$ cat config.mk
export PLATFORM = sky130hd
export DESIGN_NAME = data_demultiplexer_flat
export DESIGN_NICKNAME = d
export VERILOG_FILES = /design/src/rtl/data_mux_pkg.sv /design/src/rtl/data_demultiplexer_if.sv /design/src/rtl/data_demultiplexer_frame_sync.sv /design/src/rtl/data_demultiplexer.sv /design/src/flat_wrapper.sv
export SDC_FILE = /design/constraint.sdc
export NUM_CORES = 1
export LEC_CHECK = 0
export ABC_CLOCK_PERIOD_IN_PS = 3300
export BUFFER_PORTS_ARGS = -buffer_cell sky130_fd_sc_hd__buf_2
export CAP_MARGIN = 20
export CORE_ASPECT_RATIO = 0.8
export CORE_UTILIZATION = 35
export CTS_CLUSTER_SIZE = 12
export DETAILED_ROUTE_END_ITERATION = 8
export PLACE_DENSITY = 0.56
export SYNTH_ARGS = -nofsm -noshare
export SYNTH_HDL_FRONTEND = slang
export SYNTH_SLANG_ARGS = --single-unit
$ cat constraint.sdc
create_clock -name clk -period 3.3 [get_ports clk]
set_input_delay 0 -clock clk [delete_from_list [all_inputs] [get_ports clk]]
set_output_delay 0 -clock clk [all_outputs]
set_load 0.1 [all_outputs]
$ cat src/rtl/data_mux_pkg.sv
// Encodings shared by the symbol multiplexer and demultiplexer so both ends agree
// on mode values, frame-sync states and default symbol format.
package data_mux_pkg;

    localparam int          DEFAULT_SYM_W       = 3;
    localparam int unsigned DEFAULT_SYNC_SYMBOL = 7;

    typedef enum logic [1:0] {
        MODE_OFF = 2'd0,
        MODE_1   = 2'd1,
        MODE_2   = 2'd2,
        MODE_3   = 2'd3
    } mode_t;

    typedef enum logic [2:0] {
        HUNT     = 3'd0,
        SLOT0    = 3'd1,
        SLOT1    = 3'd2,
        SLOT2    = 3'd3,
        SYNC_CHK = 3'd4
    } sync_state_t;

endpackage

$ cat src/rtl/data_demultiplexer_if.sv
// Symbol stream in, routed channels out, plus frame-sync debug state.
// sync_err_cnt is present only when DEMUX_ERR_CNT_EN is defined.
interface data_demultiplexer_if #(
    parameter int SYM_W = data_mux_pkg::DEFAULT_SYM_W
);
    // sym_in is consumed only on cycles where sym_valid=1; there is no backpressure.
    logic [SYM_W-1:0]          sym_in;
    logic                      sym_valid;
    logic [1:0]                mode;
    logic [SYM_W-1:0]          ds1_out;
    logic [SYM_W-1:0]          ds2_out;
    logic [SYM_W-1:0]          ds3_out;
    logic                      ds1_valid;
    logic                      ds2_valid;
    logic                      ds3_valid;
    logic                      locked;
    data_mux_pkg::sync_state_t state;
`ifdef DEMUX_ERR_CNT_EN
    logic [7:0]                sync_err_cnt;
`endif

    modport master (
        output sym_in, sym_valid, mode,
        input  ds1_out, ds2_out, ds3_out,
        input  ds1_valid, ds2_valid, ds3_valid,
        input  locked, state
`ifdef DEMUX_ERR_CNT_EN
        , input sync_err_cnt
`endif
    );

    modport slave (
        input  sym_in, sym_valid, mode,
        output ds1_out, ds2_out, ds3_out,
        output ds1_valid, ds2_valid, ds3_valid,
        output locked, state
`ifdef DEMUX_ERR_CNT_EN
        , output sync_err_cnt
`endif
    );

endinterface

$ cat src/rtl/data_demultiplexer_frame_sync.sv
// Frame-sync FSM: hunts for the sync symbol, steps through the three data slots,
// flywheels over isolated sync misses and drops lock after LOSS_THRESH in a row.
module demux_frame_sync
    import data_mux_pkg::*;
#(
    parameter int               SYM_W       = DEFAULT_SYM_W,
    parameter logic [SYM_W-1:0] SYNC_SYMBOL = SYM_W'(DEFAULT_SYNC_SYMBOL),
    parameter int               LOSS_THRESH = 3
) (
    input  logic             clk,
    input  logic             rst_n,
    input  logic [SYM_W-1:0] sym_in,
    input  logic             sym_valid,
    input  logic [1:0]       mode,
    output sync_state_t      state,
    output logic [1:0]       slot,
    output logic             in_slot,
    output mode_t            mode_lat,
    output logic             locked
);

    localparam int CNT_W = (LOSS_THRESH > 1) ? $clog2(LOSS_THRESH) : 1;

    logic [CNT_W-1:0] miss_cnt;
    logic             sync_hit;

    assign sync_hit = (sym_in == SYNC_SYMBOL);

    always_comb begin
        slot    = 2'd0;
        in_slot = 1'b0;
        case (state)
            SLOT0: begin slot = 2'd0; in_slot = 1'b1; end
            SLOT1: begin slot = 2'd1; in_slot = 1'b1; end
            SLOT2: begin slot = 2'd2; in_slot = 1'b1; end
            default: begin slot = 2'd0; in_slot = 1'b0; end
        endcase
    end

    // Live mode==0 overrides everything, including an accepted symbol.
    always_ff @(posedge clk or negedge rst_n) begin
        if (!rst_n) begin
            state    <= HUNT;
            miss_cnt <= '0;
            mode_lat <= MODE_OFF;
            locked   <= 1'b0;
        end else if (mode == MODE_OFF) begin
            state    <= HUNT;
            miss_cnt <= '0;
            locked   <= 1'b0;
        end else if (sym_valid) begin
            case (state)
                HUNT: begin
                    if (sync_hit) begin
                        mode_lat <= mode_t'(mode);
                        state    <= SLOT0;
                    end
                end
                SLOT0: state <= SLOT1;
                SLOT1: state <= SLOT2;
                SLOT2: state <= SYNC_CHK;
                SYNC_CHK: begin
                    if (sync_hit) begin
                        locked   <= 1'b1;
                        miss_cnt <= '0;
                        mode_lat <= mode_t'(mode);
                        state    <= SLOT0;
                    end else if (!locked) begin
                        state <= HUNT;
                    end else if (miss_cnt == CNT_W'(LOSS_THRESH - 1)) begin
                        locked   <= 1'b0;
                        miss_cnt <= '0;
                        state    <= HUNT;
                    end else begin
                        // Flywheel: the missed position still counts as a frame start.
                        miss_cnt <= miss_cnt + CNT_W'(1);
                        mode_lat <= mode_t'(mode);
                        state    <= SLOT0;
                    end
                end
                default: state <= HUNT;
            endcase
        end
    end

endmodule

$ cat src/rtl/data_demultiplexer.sv
// Demultiplexer top: frame sync plus slot-to-channel routing into registered outputs.
// Optional DEMUX_ERR_CNT_EN adds a saturating sync-miss counter.
module data_demultiplexer
    import data_mux_pkg::*;
#(
    parameter int               SYM_W       = DEFAULT_SYM_W,
    parameter logic [SYM_W-1:0] SYNC_SYMBOL = SYM_W'(DEFAULT_SYNC_SYMBOL),
    parameter int               LOSS_THRESH = 3
) (
    input logic               clk,
    input logic               rst_n,
    data_demultiplexer_if.slave bus
);

    sync_state_t      state;
    logic [1:0]       slot;
    logic             in_slot;
    mode_t            mode_lat;
    logic             locked;
    logic             route_en;
    logic [1:0]       ch;
    logic [SYM_W-1:0] ds1_q, ds2_q, ds3_q;
    logic             v1_q, v2_q, v3_q;

    demux_frame_sync #(
        .SYM_W       (SYM_W),
        .SYNC_SYMBOL (SYNC_SYMBOL),
        .LOSS_THRESH (LOSS_THRESH)
    ) u_frame_sync (
        .clk       (clk),
        .rst_n     (rst_n),
        .sym_in    (bus.sym_in),
        .sym_valid (bus.sym_valid),
        .mode      (bus.mode),
        .state     (state),
        .slot      (slot),
        .in_slot   (in_slot),
        .mode_lat  (mode_lat),
        .locked    (locked)
    );

    assign route_en = bus.sym_valid && (bus.mode != MODE_OFF) && locked && in_slot;

    always_comb begin
        ch = 2'd0;
        case (mode_lat)
            MODE_1:  ch = 2'd1;
            MODE_2:  ch = (slot == 2'd1) ? 2'd2 : 2'd1;
            MODE_3:  ch = slot + 2'd1;
            default: ch = 2'd0;
        endcase
    end

    always_ff @(posedge clk or negedge rst_n) begin
        if (!rst_n) begin
            ds1_q <= '0;
            ds2_q <= '0;
            ds3_q <= '0;
            v1_q  <= 1'b0;
            v2_q  <= 1'b0;
            v3_q  <= 1'b0;
        end else begin
            v1_q <= 1'b0;
            v2_q <= 1'b0;
            v3_q <= 1'b0;
            if (route_en) begin
                case (ch)
                    2'd1: begin ds1_q <= bus.sym_in; v1_q <= 1'b1; end
                    2'd2: begin ds2_q <= bus.sym_in; v2_q <= 1'b1; end
                    2'd3: begin ds3_q <= bus.sym_in; v3_q <= 1'b1; end
                    default: ;
                endcase
            end
        end
    end

    assign bus.ds1_out   = ds1_q;
    assign bus.ds2_out   = ds2_q;
    assign bus.ds3_out   = ds3_q;
    assign bus.ds1_valid = v1_q;
    assign bus.ds2_valid = v2_q;
    assign bus.ds3_valid = v3_q;
    assign bus.locked    = locked;
    assign bus.state     = state;

`ifdef DEMUX_ERR_CNT_EN
    logic       sync_miss;
    logic [7:0] err_cnt;

    // Every miss counts, locked or not; the counter sticks at 255.
    assign sync_miss = bus.sym_valid && (bus.mode != MODE_OFF) &&
                       (state == SYNC_CHK) && (bus.sym_in != SYNC_SYMBOL);

    always_ff @(posedge clk or negedge rst_n) begin
        if (!rst_n) begin
            err_cnt <= 8'd0;
        end else if (sync_miss && (err_cnt != 8'hFF)) begin
            err_cnt <= err_cnt + 8'd1;
        end
    end

    assign bus.sync_err_cnt = err_cnt;
`endif

endmodule

$ cat src/flat_wrapper.sv
// flat-port wrapper written by rule: the top's interface ports become plain ports
module data_demultiplexer_flat import data_mux_pkg::*;
#(
    parameter int               SYM_W       = DEFAULT_SYM_W,
    parameter logic [SYM_W-1:0] SYNC_SYMBOL = SYM_W'(DEFAULT_SYNC_SYMBOL),
    parameter int               LOSS_THRESH = 3
)
  (clk, rst_n, bus_sym_in, bus_sym_valid, bus_mode, bus_ds1_out, bus_ds2_out, bus_ds3_out, bus_ds1_valid, bus_ds2_valid, bus_ds3_valid, bus_locked, bus_state);
  data_demultiplexer_if #(.SYM_W(SYM_W)) bus_i ();
  input logic clk;
  input logic rst_n;
  input wire logic [$bits(bus_i.sym_in)-1:0] bus_sym_in;
  input wire logic [$bits(bus_i.sym_valid)-1:0] bus_sym_valid;
  input wire logic [$bits(bus_i.mode)-1:0] bus_mode;
  output wire logic [$bits(bus_i.ds1_out)-1:0] bus_ds1_out;
  output wire logic [$bits(bus_i.ds2_out)-1:0] bus_ds2_out;
  output wire logic [$bits(bus_i.ds3_out)-1:0] bus_ds3_out;
  output wire logic [$bits(bus_i.ds1_valid)-1:0] bus_ds1_valid;
  output wire logic [$bits(bus_i.ds2_valid)-1:0] bus_ds2_valid;
  output wire logic [$bits(bus_i.ds3_valid)-1:0] bus_ds3_valid;
  output wire logic [$bits(bus_i.locked)-1:0] bus_locked;
  output wire logic [$bits(bus_i.state)-1:0] bus_state;
  assign bus_i.sym_in = bus_sym_in;
  assign bus_i.sym_valid = bus_sym_valid;
  assign bus_i.mode = bus_mode;
  assign bus_ds1_out = bus_i.ds1_out;
  assign bus_ds2_out = bus_i.ds2_out;
  assign bus_ds3_out = bus_i.ds3_out;
  assign bus_ds1_valid = bus_i.ds1_valid;
  assign bus_ds2_valid = bus_i.ds2_valid;
  assign bus_ds3_valid = bus_i.ds3_valid;
  assign bus_locked = bus_i.locked;
  assign bus_state = bus_i.state;
  data_demultiplexer #(.SYM_W(SYM_W), .SYNC_SYMBOL(SYNC_SYMBOL), .LOSS_THRESH(LOSS_THRESH)) u_core (.clk(clk), .rst_n(rst_n), .bus(bus_i));
endmodule
# Word-level counts from Yosys, hierarchy flattened
# Cells that the tools add are included.
totals:
  out_inout_bits: 16
  inputBits: 8
  register_bits: 20
  word_cells: 82
classes:
  n_addsub: 2
  n_bitwise: 1
  n_reduce_logical: 18
  eq_ne: 17
  mux: 34
ops:
  columns: ["cell", "count"]
  rows:
  - ["2-to-1 mux 2 bit", 11]
  - ["2-to-1 mux 1 bit", 16]
  - ["case mux 3 bit (5 select lines)", 1]
  - ["== test 2 bit (second input constant)", 5]
  - ["AND reduction 2 bit", 5]
  - ["2-to-1 mux 3 bit", 3]
  - ["inequality test 3 bit (second input constant)", 3]
  - ["case mux 2 bit (2 select lines)", 2]
  - ["nonzero test 2 bit", 4]
  - ["== test 2 x 1 -> 1 bit (second input constant)", 3]
  - ["== test 3 x 2 -> 1 bit (second input constant)", 2]
  - ["== test 3 bit (second input constant)", 2]
  - ["case mux 2 bit (3 select lines)", 1]
  - ["AND reduction 6 bit", 1]
  - ["adder 2 x 1 -> 2 bit (second input constant)", 2]
  - ["== test 3 x 1 -> 1 bit (second input constant)", 1]
  - ["logical AND 1 bit", 3]
  - ["zero test 3 bit", 1]
  - ["AND reduction 3 bit", 1]
  - ["nonzero test 3 bit", 1]
  - ["OR reduction 3 bit", 1]
  - ["zero test 2 bit", 1]
  - ["inequality test 2 bit (second input constant)", 1]
  - ["NOT 1 bit", 1]

# Logic depth before layout (Yosys ltp)
# Gate-level depths: netlist of run 1.
depth:
  word_depth: 8
  ltp_mapped: 8
  depth_no_buf: 7

# Modules after synthesis
# From an unflattened synthesis of run 1, not the netlist that was laid out.
hier_totals:
  hier_cells: 75
  area_unflattened_um2: 967.2
by_module_without_submodules:
  columns: ["mod", "area_per_inst_um2", "cells_per_inst", "seq_area_each_um2", "n_inst"]
  rows:
  - ["data_demultiplexer", 536.8, 34, 300.3, 1]
  - ["demux_frame_sync", 430.4, 41, 200.2, 1]

# Worst setup path after synthesis of run 1
# No wires, ideal clock.
synth_timing:
  kind: "reg-to-reg"
  from: "reg u_core.u_frame_sync.state[1]"
  to: "reg u_core.ds1_q[0] (netlist: u_core.bus.ds1_out[0])"
  setup_time_ns: 0.125
  synth_period_minus_slack_ns: 3.109
  stages_incl_launch_ff: 8
  arrival_time_ns: 2.983
  setup_slack_ns: 0.191
  required_time_ns: 3.175
  path_buffers: 1
  cell_sequence: "dfrtp_1 > buf_2 > or3b_2 > ha_1 > mux2i_1 > nor2b_1 > nor3_2 > mux2_2"
synth_between:
  elab_chain_len: 7
  elab_cells_between_ends: 13
  classes_between: "add/sub (1); eq/ne (5); mux (4); reduce/logical (3)"
synth_lines:
  columns: ["item", "line_no", "text"]
  rows:
  - ["start: declaration", "data_demultiplexer_frame_sync.sv:15", "output sync_state_t state,"]
  - ["start signal: assignment", "data_demultiplexer_frame_sync.sv:43", "state <= HUNT;"]
  - ["start signal: assignment", "data_demultiplexer_frame_sync.sv:48", "state <= HUNT;"]
  - ["start signal: assignment", "data_demultiplexer_frame_sync.sv:56", "state <= SLOT0;"]
  - ["== test 3 x 2 -> 1 bit", "data_demultiplexer_frame_sync.sv:32", "case (state)"]
  - ["case mux 2 bit (2 select lines)", "data_demultiplexer_frame_sync.sv:32", null]
  - ["== test 2 x 1 -> 1 bit", "data_demultiplexer.sv:48", "MODE_2: ch = (slot == 2'd1) ? 2'd2 : 2'd1;"]
  - ["2-to-1 mux 2 bit", "data_demultiplexer.sv:48", null]
  - ["case mux 2 bit (3 select lines)", "data_demultiplexer.sv:46", "case (mode_lat)"]
  - ["== test 2 x 1 -> 1 bit", "data_demultiplexer.sv:67", "case (ch)"]
  - ["AND reduction 2 bit (no line) *", null, null]
  - ["end signal: assignment", "data_demultiplexer.sv:56", "ds1_q <= '0;"]
  - ["end signal: assignment", "data_demultiplexer.sv:68", "2'd1: begin ds1_q <= bus.sym_in; v1_q <= 1'b1; end"]
  - ["end: declaration", "data_demultiplexer.sv:22", "logic [SYM_W-1:0] ds1_q, ds2_q, ds3_q;"]
# Every way passes the cells marked *; elsewhere a longest branch is shown, timed or not.
# A chain may end at the register's enable or synchronous reset.

# Worst setup path after layout of run 1
# Ends and elaborated chain as after synthesis.

==> results of run 1 <==
==> timing repair <==
| item | in CTS | in global routing |
|---|---|---|
| hold buffers | 7 | 0 |
| resized for setup | 0 | 0 |
| hold endpoints to repair | 32 | 0 |
==> stage by stage <==
step / cell area (um^2) / hold WS, ns / util / total power [W]
global route: 1220 / 0.210 / 0.484 / 0.000741
floorplan: 963 / -0.296 / - / 0.000509
CTS: 1220 / 0.169 / 0.484 / 0.000705
finish: 1220 / 0.156 / 0.484 / 0.000701
detailed placement: 1110 / -0.0204 / 0.441 / 0.000552
global placement: 1110 / -0.0197 / 0.441 / 0.000547
==> flip-flops by register name (all words and copies together), names as in the netlist <==
name	flops
u_core.bus.ds3_valid	1
u_core.u_frame_sync.mode_lat	2
u_core.u_frame_sync.locked	1
u_core.bus.ds2_valid	1
u_core.u_frame_sync.miss_cnt	2
u_core.bus.ds1_out	3
u_core.bus.ds3_out	3
u_core.bus.ds2_out	3
u_core.bus.ds1_valid	1
u_core.u_frame_sync.state	3
==> power groups by stage <==
stage	registers, W	clock network (W)	logic (W)
2_1_floorplan	0.000373	0	0.000136
3_3_place_gp	0.000312	0	0.000235
3_5_place_dp	0.000312	0	0.000240
4_1_cts	0.000308	0.000150	0.000247
5_1_grt	0.000316	0.000156	0.000268
6_report	0.000309	0.000145	0.000247
==> logic make-up after synthesis <==
kind of cell | count (synthesis) | share of synthesized area
mux | 13 | 0.149
flops | 20 | 0.519
fa+ha+maj | 2 | 0.0260
compound gates | 11 | 0.0818
simple gates | 28 | 0.197
buf+inv | 6 | 0.0260
==> cells in the final DEF, fill, tap and decap left out, drive strengths merged, types with 3 or more instances in the layout <==
cell type,count
dlygate4sd3,7
inv,4
nor2,5
nand3b,3
nand2,5
clkbuf,4
a21oi,4
buf,23
dfrtp,20
mux2,11
==> routing by layer <==
| metal | track usage | wire [um] | vias to the layer above |
|---|---|---|---|
| li1 | - | - | 352 |
| met1 | 0.226 | 947 | 331 |
| met2 | 0.227 | 906 | 11 |
| met3 | 0.0584 | 70 | 2 |
| met4 | 0.0341 | 13 | 0 |
| met5 | 0 | 0 | - |
==> final cells by class <==
| class | count | area, um^2 |
|---|---|---|
| fillers | 257 | 1300 |
| clock buffers | 4 | 36.3 |
| flip-flops and latches | 20 | 500 |
| well taps | 36 | 45.0 |
| multi-input cells | 54 | 438 |
| inverters | 4 | 15.0 |
| repair buffers | 30 | 185 |
==> worst max path at each step <==
stage,slack [ns],to,cells after the start
6_report,0.73,u_core.bus.ds1_out[0],6
5_1_grt,0.57,u_core.bus.ds1_out[1],6
4_1_cts,0.72,u_core.bus.ds1_out[2],6
3_5_place_dp,0.74,u_core.bus.ds1_out[0],6
3_3_place_gp,0.83,u_core.bus.ds1_out[0],6
2_1_floorplan,0.19,u_core.bus.ds1_out[0],7
==> worst max-delay path, delay by kind of cell, from the launching register on <==
family | cells | cell delay, ns
adders and majority gates | 1 | 0.29
and+or+nand+nor | 3 | 0.94
DFF | 1 | 0.52
muxes | 2 | 0.70
==> impl_metrics.toml, run 1 <==
[synthesis]
yosysSeqAreaShare = 0.519
synth_edf_count = 0
ys.flop_type = "dfrtp_1"
synth_most_common_cell = "dfrtp_1"
synth.top_cells.by_area = "dfrtp_1, mux2_2, ha_1"
yosys.area.top_type_share = 0.519
synth_top_area_cell = "dfrtp_1"
async_flop_share = 1.00
synth.distinct_cells = 28
synth_warnings = 0
syn_area_um2 = 963
yosys_register_bits = 20
synthTopCellsByCount = "dfrtp_1, mux2_2, nand2_1, nor2_1"
syn_inst = 80
synth.avg_cell_area_um2 = 12.0
syn-num-nets = 90

[worst_setup_path]
endpoint_kind = "flop"
cp_slowest_cell = "dfrtp_1"
r2r_slack_ns = 0.73
worstRegToRegCells = 6
critical_path.max_fanout = 11
crit_type = "flop to flop"
worst_ep_required_time_ns = 3.50
startpoint_type = "flop"
arrival_ns = 2.77
r2r-end = "u_core.bus.ds1_out[0]"
path_cells = "or3b_2, ha_1, mux2i_1, nor2b_1, nor3_2, mux2_2"
worstReg2RegStart = "u_core.u_frame_sync.state[1]"
cp-startpoint = "u_core.u_frame_sync.state[1]"
slowest_delay_ns = 0.52

[clocking]
clk_latency_ns = 0.30
numClockSinks = 20
cts_buffers = 3
clock_path_buffers = 2
cts_setup_buffers = 0
tritoncts = "built"
ctsRootBufferMaster = "clkbuf_4"
clk_pin_slew_worst_paths_ns = 0.12
cts-htree-levels = 1

[power_and_ir_drop]
internal_power_w = 0.000418
p_comb_frac = 0.352
p_sw_w = 0.000283
ir_drop_v = 0.000203
sequentialPowerShare = 0.440
total_leakage_power_nw = 0.615
switching_share = 0.403
p_clk_frac = 0.207
p_per_area_mw_per_mm2 = 574

[die]
die_x_um = 60.7
coreArea_mm2 = 0.00252
ioPinCount = 24
start_util = 0.382
die-area_mm2 = 0.00297
rows = 16
die_y_um = 48.9

[timing]
finalCritPeriodShare = 0.778
finalWorstSetupSlack_ns = 0.731
fin_skew_ns = 0.00443
timing.slew.headroom = 0.604
setup_viol_count_final = 0
worst_pin_slew_ns = 0.592
hold_violations = 0
drv_slew = 0
max_freq_ghz = 0.389
rsz0062_at_grt = "no"
setup_tns_ns = 0
fin_crit_ns = 2.57

[layout]
num_antenna_cells = 0
layout.nets = 123
drive_above_1_share = 0.393
instances_no_fill = 148
areaGrowthSynthToFinish_pct = 26.6

[route]
remaining_drc_errors = 0
wire_per_inst_um = 13.1
drt_wl_total_um = 1940
drt_iter0_drc = 15
viasPerCell = 4.70
ant_nets = 0
drtPass1Iterations = 2
num_vias = 696

[global_routing]
globalRouteOverflowTotal = 0
grt_pass1_wl_um = 3430
grt_pass1_vias = 703
track_usage = 0.158
grt_max_degree = 21
antenna_found_initial = 0

[flow_run]
cap_violations = 0

[placement]
port_buffers = 23
dpl.hpwl_um = 1390
dpl_worst_slack_ns = 0.735
gp_congestion = 0.785
post-place-cells = 137

[min_path]
hold_path.class = "input pin to async pin"

[outcome]
status = "finished clean"
Power figures use the tool's default switching activity.
==> run 2, diff against run 1 <==
--- a/config.mk
+++ b/config.mk
@@ -5,14 +5,15 @@
 export SDC_FILE = /design/constraint.sdc
 export NUM_CORES = 1
 export LEC_CHECK = 0
-export ABC_CLOCK_PERIOD_IN_PS = 3300
+export ABC_AREA = 1
+export ABC_CLOCK_PERIOD_IN_PS = 2300
 export BUFFER_PORTS_ARGS = -buffer_cell sky130_fd_sc_hd__buf_2
 export CAP_MARGIN = 20
 export CORE_ASPECT_RATIO = 0.8
 export CORE_UTILIZATION = 35
 export CTS_CLUSTER_SIZE = 12
 export DETAILED_ROUTE_END_ITERATION = 8
-export PLACE_DENSITY = 0.56
+export PLACE_DENSITY = 0.57
 export SYNTH_ARGS = -nofsm -noshare
 export SYNTH_HDL_FRONTEND = slang
 export SYNTH_SLANG_ARGS = --single-unit
==> constraint.sdc (replaced) <==
create_clock -name clk -period 2.3 [get_ports clk]
set_input_delay 0 -clock clk [delete_from_list [all_inputs] [get_ports clk]]
set_output_delay 0 -clock clk [all_outputs]
set_load 0.1 [all_outputs]
==> run 2 against run 1 <==
  * Synthesized cell count grew 66%
  * Die area grew 16%
  * Hold slack lost 0.13 ns
  * Register-to-register slack lost 0.15 ns
==> impl_metrics.toml, run 2 <==
[clocking]
clk_pin_slew_worst_paths_ns = 0.07
cts_setup_buffers = 0
cts-htree-levels = 1
cts_buffers = 3
tritoncts = "built"
clock_path_buffers = 2
clk_latency_ns = 0.25
numClockSinks = 20
cts_hold_buffers = 1
post_cts_resized = 0
ctsRootBufferMaster = "clkbuf_8"

[layout]
num_antenna_cells = 0
areaGrowthSynthToFinish_pct = 17.7
final_common_cell = "nand2_1"
instances_no_fill = 197
final_cell_mix = "nand2_1, buf_2, dfrtp_1"
drive_above_1_share = 0.308
layout.nets = 171

[placement]
port_buffers = 23
post-place-cells = 193
dpl_worst_slack_ns = 0.593
dpl.hpwl_um = 1820
gp_congestion = 0.791

[global_routing]
antenna_found_initial = 0
grt_pass1_wl_um = 3810
track_usage = 0.152
globalRouteOverflowTotal = 0
grt_max_degree = 21
grt_pass1_vias = 860

[timing]
drv_slew = 0
finalCritPeriodShare = 0.745
fin_crit_ns = 1.71
worst_pin_slew_ns = 0.494
rsz0062_at_grt = "no"
setup_tns_ns = 0
setup_viol_count_final = 0
finalWorstSetupSlack_ns = 0.586
fin_skew_ns = 0.00125
max_freq_ghz = 0.583
whs_ns = 0.0222
timing.slew.headroom = 0.673
hold_violations = 0

[synthesis]
synth_edf_count = 0
synth.avg_cell_area_um2 = 8.43
synth.distinct_cells = 24
syn_area_mm2 = 0.00112
synth_warnings = 0
synthTopCellsByCount = "nand2_1, dfrtp_1, inv_1, nand3_1, o21ai_1"
yosys.area.top_type_share = 0.446
syn_inst = 133
synth.top_cells.by_area = "dfrtp_1, nand2_1, nand3_1"
synth_most_common_cell = "nand2_1"
yosys_register_bits = 20
syn-num-nets = 143
synth_top_area_cell = "dfrtp_1"
ys.flop_type = "dfrtp_1"
yosysSeqAreaShare = 0.446
async_flop_share = 1.00

[flow_run]
cap_violations = 0

[worst_setup_path]
crit_type = "flop to flop"
arrival_ns = 1.91
startpoint_type = "flop"
critical_path.max_fanout = 7
worst_ep_required_time_ns = 2.49
endpoint_kind = "flop"

[route]
drt_wl_total_um = 2240
drt_iter0_drc = 24
wire_per_inst_um = 11.4
remaining_drc_errors = 0
num_vias = 909
ant_nets = 0
viasPerCell = 4.61
drtPass1Iterations = 4

[power_and_ir_drop]
ir_drop_v = 0.000732
total_leakage_power_nw = 0.736
p_per_area_mw_per_mm2 = 952
switching_share = 0.477
internal_power_w = 0.000658
p_clk_frac = 0.174
sequentialPowerShare = 0.377
p_sw_w = 0.000599
p_comb_frac = 0.449

[min_path]
hold_path.class = "input pin to flop"

[outcome]
status = "finished clean"

[die]
rows = 17
die_x_um = 65.3
start_util = 0.388
die_y_um = 52.6
die-area_mm2 = 0.00343
coreArea_mm2 = 0.00289
ioPinCount = 24
run 2: changes by cell type after synthesis, sizes merged, moves of 2 or more:
cell	previous run	this run
inv	4	14
nor4bb	2	0
a22oi	2	0
nand3	1	18
or3b	2	0
o21ai	1	9
nand4	0	2
nor2	5	8
mux2i	2	0
a21oi	4	2
nand2b	2	0
mux2	11	0
nand2	5	50
nand3b	3	1
run 2: metal layers:
metal | vias up | wire length [um] | GRT usage
li1 | 483 | - | -
met1 | 410 | 1190 | 0.201
met2 | 14 | 935 | 0.232
met3 | 2 | 91 | 0.0565
met4 | 0 | 17 | 0.0435
met5 | - | 0 | 0
run 2: path summary, 6_finish.rpt:
kind / slack [ns] / end / startpoint / depth (start not counted)
worst min-delay path: 0.02 / u_core.u_frame_sync.mode_lat[0] / bus_mode[0] / 3
max in group asynchronous: 1.77 / u_core.u_frame_sync.mode_lat[0] / rst_n / 2
worst min register to register: 0.47 / u_core.bus.ds1_out[1] / u_core.bus.ds1_out[1] / 2
min in group asynchronous: 0.22 / u_core.bus.ds1_valid / rst_n / 2
worst max-delay path: 0.59 / u_core.bus.ds2_out[2] / u_core.u_frame_sync.state[2] / 9
worst max register to register: 0.59 / u_core.bus.ds2_out[2] / u_core.u_frame_sync.state[2] / 9
run 2: power groups by stage:
stage | logic [W] | clock network, W | registers [W]
2_1_floorplan | 0.000366 | 0 | 0.000618
3_3_place_gp | 0.000558 | 0 | 0.000477
3_5_place_dp | 0.000567 | 0 | 0.000479
4_1_cts | 0.000569 | 0.000230 | 0.000474
5_1_grt | 0.000623 | 0.000250 | 0.000482
6_report | 0.000564 | 0.000219 | 0.000474
run 2: logic make-up (layout without fill, tap and decap cells):
group	count (synthesis)	count (layout)	synth area share
flip-flops	20	20	0.446
AO/OA/AOI/OAI	12	12	0.0580
AND/OR/NAND/NOR	83	83	0.410
adder cells (fa/ha/maj)	2	2	0.0223
buffers and inverters	16	42	0.0636
run 2: per-stage QoR:
step / instance area (um^2) / utilization / total power [W]
after detailed placement: 1270 / 0.439 / 0.00105
after floorplan: 1120 / - / 0.000984
final: 1320 / 0.456 / 0.00126
after global placement: 1270 / 0.439 / 0.00104
after global routing: 1320 / 0.456 / 0.00136
after CTS: 1320 / 0.456 / 0.00127
run 2: layout make-up:
| class | count | area [um^2] |
|---|---|---|
| fillers | 304 | 1570 |
| multi-input cells | 97 | 549 |
| flip-flops and latches | 20 | 500 |
| repair buffers | 24 | 125 |
| inverters | 15 | 56.3 |
| well taps | 38 | 47.5 |
| clock buffers | 3 | 41.3 |
run 2: critical path: stages, from the launching register on:
cell,delay [ns]
dfrtp_1,0.47
inv_2,0.12
nand3_1,0.13
ha_1,0.31
nand3_1,0.11
nand2_4,0.13
nand3_4,0.11
nor2_4,0.13
nand2_1,0.07
nand2_1,0.07
==> run 3, diff against run 2 <==
--- a/config.mk
+++ b/config.mk
@@ -6,14 +6,14 @@
 export NUM_CORES = 1
 export LEC_CHECK = 0
 export ABC_AREA = 1
-export ABC_CLOCK_PERIOD_IN_PS = 2300
+export ABC_CLOCK_PERIOD_IN_PS = 1750
 export BUFFER_PORTS_ARGS = -buffer_cell sky130_fd_sc_hd__buf_2
 export CAP_MARGIN = 20
 export CORE_ASPECT_RATIO = 0.8
 export CORE_UTILIZATION = 35
 export CTS_CLUSTER_SIZE = 12
 export DETAILED_ROUTE_END_ITERATION = 8
-export PLACE_DENSITY = 0.57
+export PLACE_DENSITY = 0.55
 export SYNTH_ARGS = -nofsm -noshare
 export SYNTH_HDL_FRONTEND = slang
 export SYNTH_SLANG_ARGS = --single-unit
==> constraint.sdc (replaced) <==
create_clock -name clk -period 1.75 [get_ports clk]
set_input_delay 0 -clock clk [delete_from_list [all_inputs] [get_ports clk]]
set_output_delay 0 -clock clk [all_outputs]
set_load 0.1 [all_outputs]
==> run 3 against run 2 <==
  * Combinational power rose by 55%
  * Register-to-register slack got worse by 0.52 ns
  * Setup slack got worse by 0.52 ns
  * First-iteration DRC count rose by 54%
  * Global-route usage rose by 0.21 points
  * Sequential power rose by 39%
  * Die area did not move
  * Maximum frequency rose by 2.0%
  * Total power rose by 46%
  * Clock power rose by 38%
  * Core utilization rose by 4.5 points
  * Critical path type unchanged
==> impl_metrics.toml, run 3 (synthesis gave the netlist of run 2 again) <==
[placement]
dpl.hpwl_um = 1800
gp_congestion = 0.773
dpl_worst_slack_ns = 0.0901
port_buffers = 23

[min_path]
hold_path.class = "input pin to flop"
hold_start = "bus_sym_in[2]"

[worst_setup_path]
startpoint_type = "flop"
worstReg2RegStart = "u_core.u_frame_sync.state[2]"
path_delay_family = "flip-flops"
slowest_delay_ns = 0.52
arrival_ns = 1.83
cp-startpoint = "u_core.u_frame_sync.state[2]"
critical_path.max_fanout = 6
cp_slowest_cell = "dfrtp_4"
worst_ep_required_time_ns = 1.90
critPathBufInv = 3
endpoint_kind = "flop"
crit_type = "flop to flop"
path_cells = "inv_4, nand3_4, ha_4, nand3_4, nand2_4, buf_4, inv_1, nand3_2, nand2_1, nand2_1"

[route]
viasPerCell = 4.61
wire_per_inst_um = 11.8
drt_iter0_drc = 37
remaining_drc_errors = 0
num_vias = 941
ant_nets = 0
drtPass1Iterations = 4
drt_wl_total_um = 2400

[global_routing]
globalRouteOverflowTotal = 0
track_usage = 0.154
grt_pass1_wl_um = 3930
grt_pass1_vias = 904
antenna_found_initial = 0
grt_max_degree = 21

[die]
start_util = 0.388
coreArea_mm2 = 0.00289
die_x_um = 65.3
ioPinCount = 24
die_y_um = 52.6
die-area_mm2 = 0.00343
rows = 17

[clocking]
ctsRootBufferMaster = "clkbuf_8"
cts-htree-levels = 1
clock_path_buffers = 2
numClockSinks = 20
clk_pin_slew_worst_paths_ns = 0.07
cts_buffers = 3
clk_latency_ns = 0.25
tritoncts = "built"

[layout]
drive_above_1_share = 0.392
final_cell_mix = "nand2_1, buf_2, dfrtp_1"
final_util = 0.501
final_common_cell = "nand2_1"
areaGrowthSynthToFinish_pct = 29.4
num_antenna_cells = 0
fillers = 301
layout.nets = 177

[power_and_ir_drop]
total_leakage_power_nw = 0.770
ir_drop_v = 0.000810
p_per_area_mw_per_mm2 = 1270
switching_share = 0.476
internal_power_w = 0.000963
p_comb_frac = 0.475
p_sw_w = 0.000873
sequentialPowerShare = 0.360
p_clk_frac = 0.165
finalPower_w = 0.00184

[timing]
finalCritPeriodShare = 0.961
hold_violations = 0
worst_pin_slew_ns = 0.490
timing.slew.headroom = 0.675
rsz0062_at_grt = "yes"
setup_viol_count_final = 0
fin_skew_ns = 0.00103
max_freq_ghz = 0.595
drv_slew = 0
finalWorstSetupSlack_ns = 0.0685
fin_crit_ns = 1.68

[outcome]
status = "finished clean"

[flow_run]
cap_violations = 0
## run 3: power groups by stage
stage                     clock (W)  combinational [W]  sequential (W)
after floorplan                   0           0.000518        0.000846
after global placement            0           0.000782        0.000656
after detailed placement          0           0.000794        0.000658
after CTS                  0.000318           0.000802        0.000648
after global routing       0.000337           0.000948        0.000676
final                      0.000303           0.000872        0.000661
## run 3: repair_timing
item	in CTS	in global routing
resized for setup	0	6
hold buffers	2	0
setup buffers	0	5
setup endpoints to repair	0	9
endpoints found under the hold margin	21	0
## run 3: layout make-up
class / count / area, um^2 / share of cell area
clock buffers: 4 / 45.0 / 0.0311
inverters: 15 / 58.8 / 0.0406
multi-input cells: 97 / 614 / 0.424
repair buffers: 30 / 173 / 0.119
well taps: 38 / 47.5 / 0.0328
flip-flops and latches: 20 / 512 / 0.353
## run 3: worst paths after layout
path,end,depth (start not counted),slack (ns)
max,u_core.bus.ds1_out[2],10,0.07
min,u_core.bus.ds2_out[2],3,0.007
max reg2reg,u_core.bus.ds1_out[2],10,0.07
min reg2reg,u_core.bus.ds1_out[2],2,0.47
max in group asynchronous,u_core.u_frame_sync.state[0],2,1.20
min in group asynchronous,u_core.u_frame_sync.locked,2,0.21
## run 3: worst reg2reg max path, cell delays in order (launching register included)
cell,delay [ns]
dfrtp_4,0.52
inv_4,0.10
nand3_4,0.10
ha_4,0.27
nand3_4,0.09
nand2_4,0.07
buf_4,0.14
inv_1,0.06
nand3_2,0.11
nand2_1,0.09
nand2_1,0.04
## run 3: per-stage QoR
step	setup TNS, ns	hold WS (ns)	cell area, um^2	instances
after detailed placement	0	-0.0314	1320	193
final	0	0.00656	1450	204
after global routing	-0.0534	0.0174	1450	204
after global placement	0	-0.0274	1320	193
after floorplan	-0.00150	-0.296	1170	133
after CTS	0	0.00174	1380	199
## run 3: layer usage
layer | track usage | up-vias | wire, um
li1 | - | 499 | -
met1 | 0.194 | 428 | 1200
met2 | 0.256 | 12 | 1100
met3 | 0.0587 | 2 | 89
met4 | 0.0217 | 0 | 8
met5 | 0 | - | 0
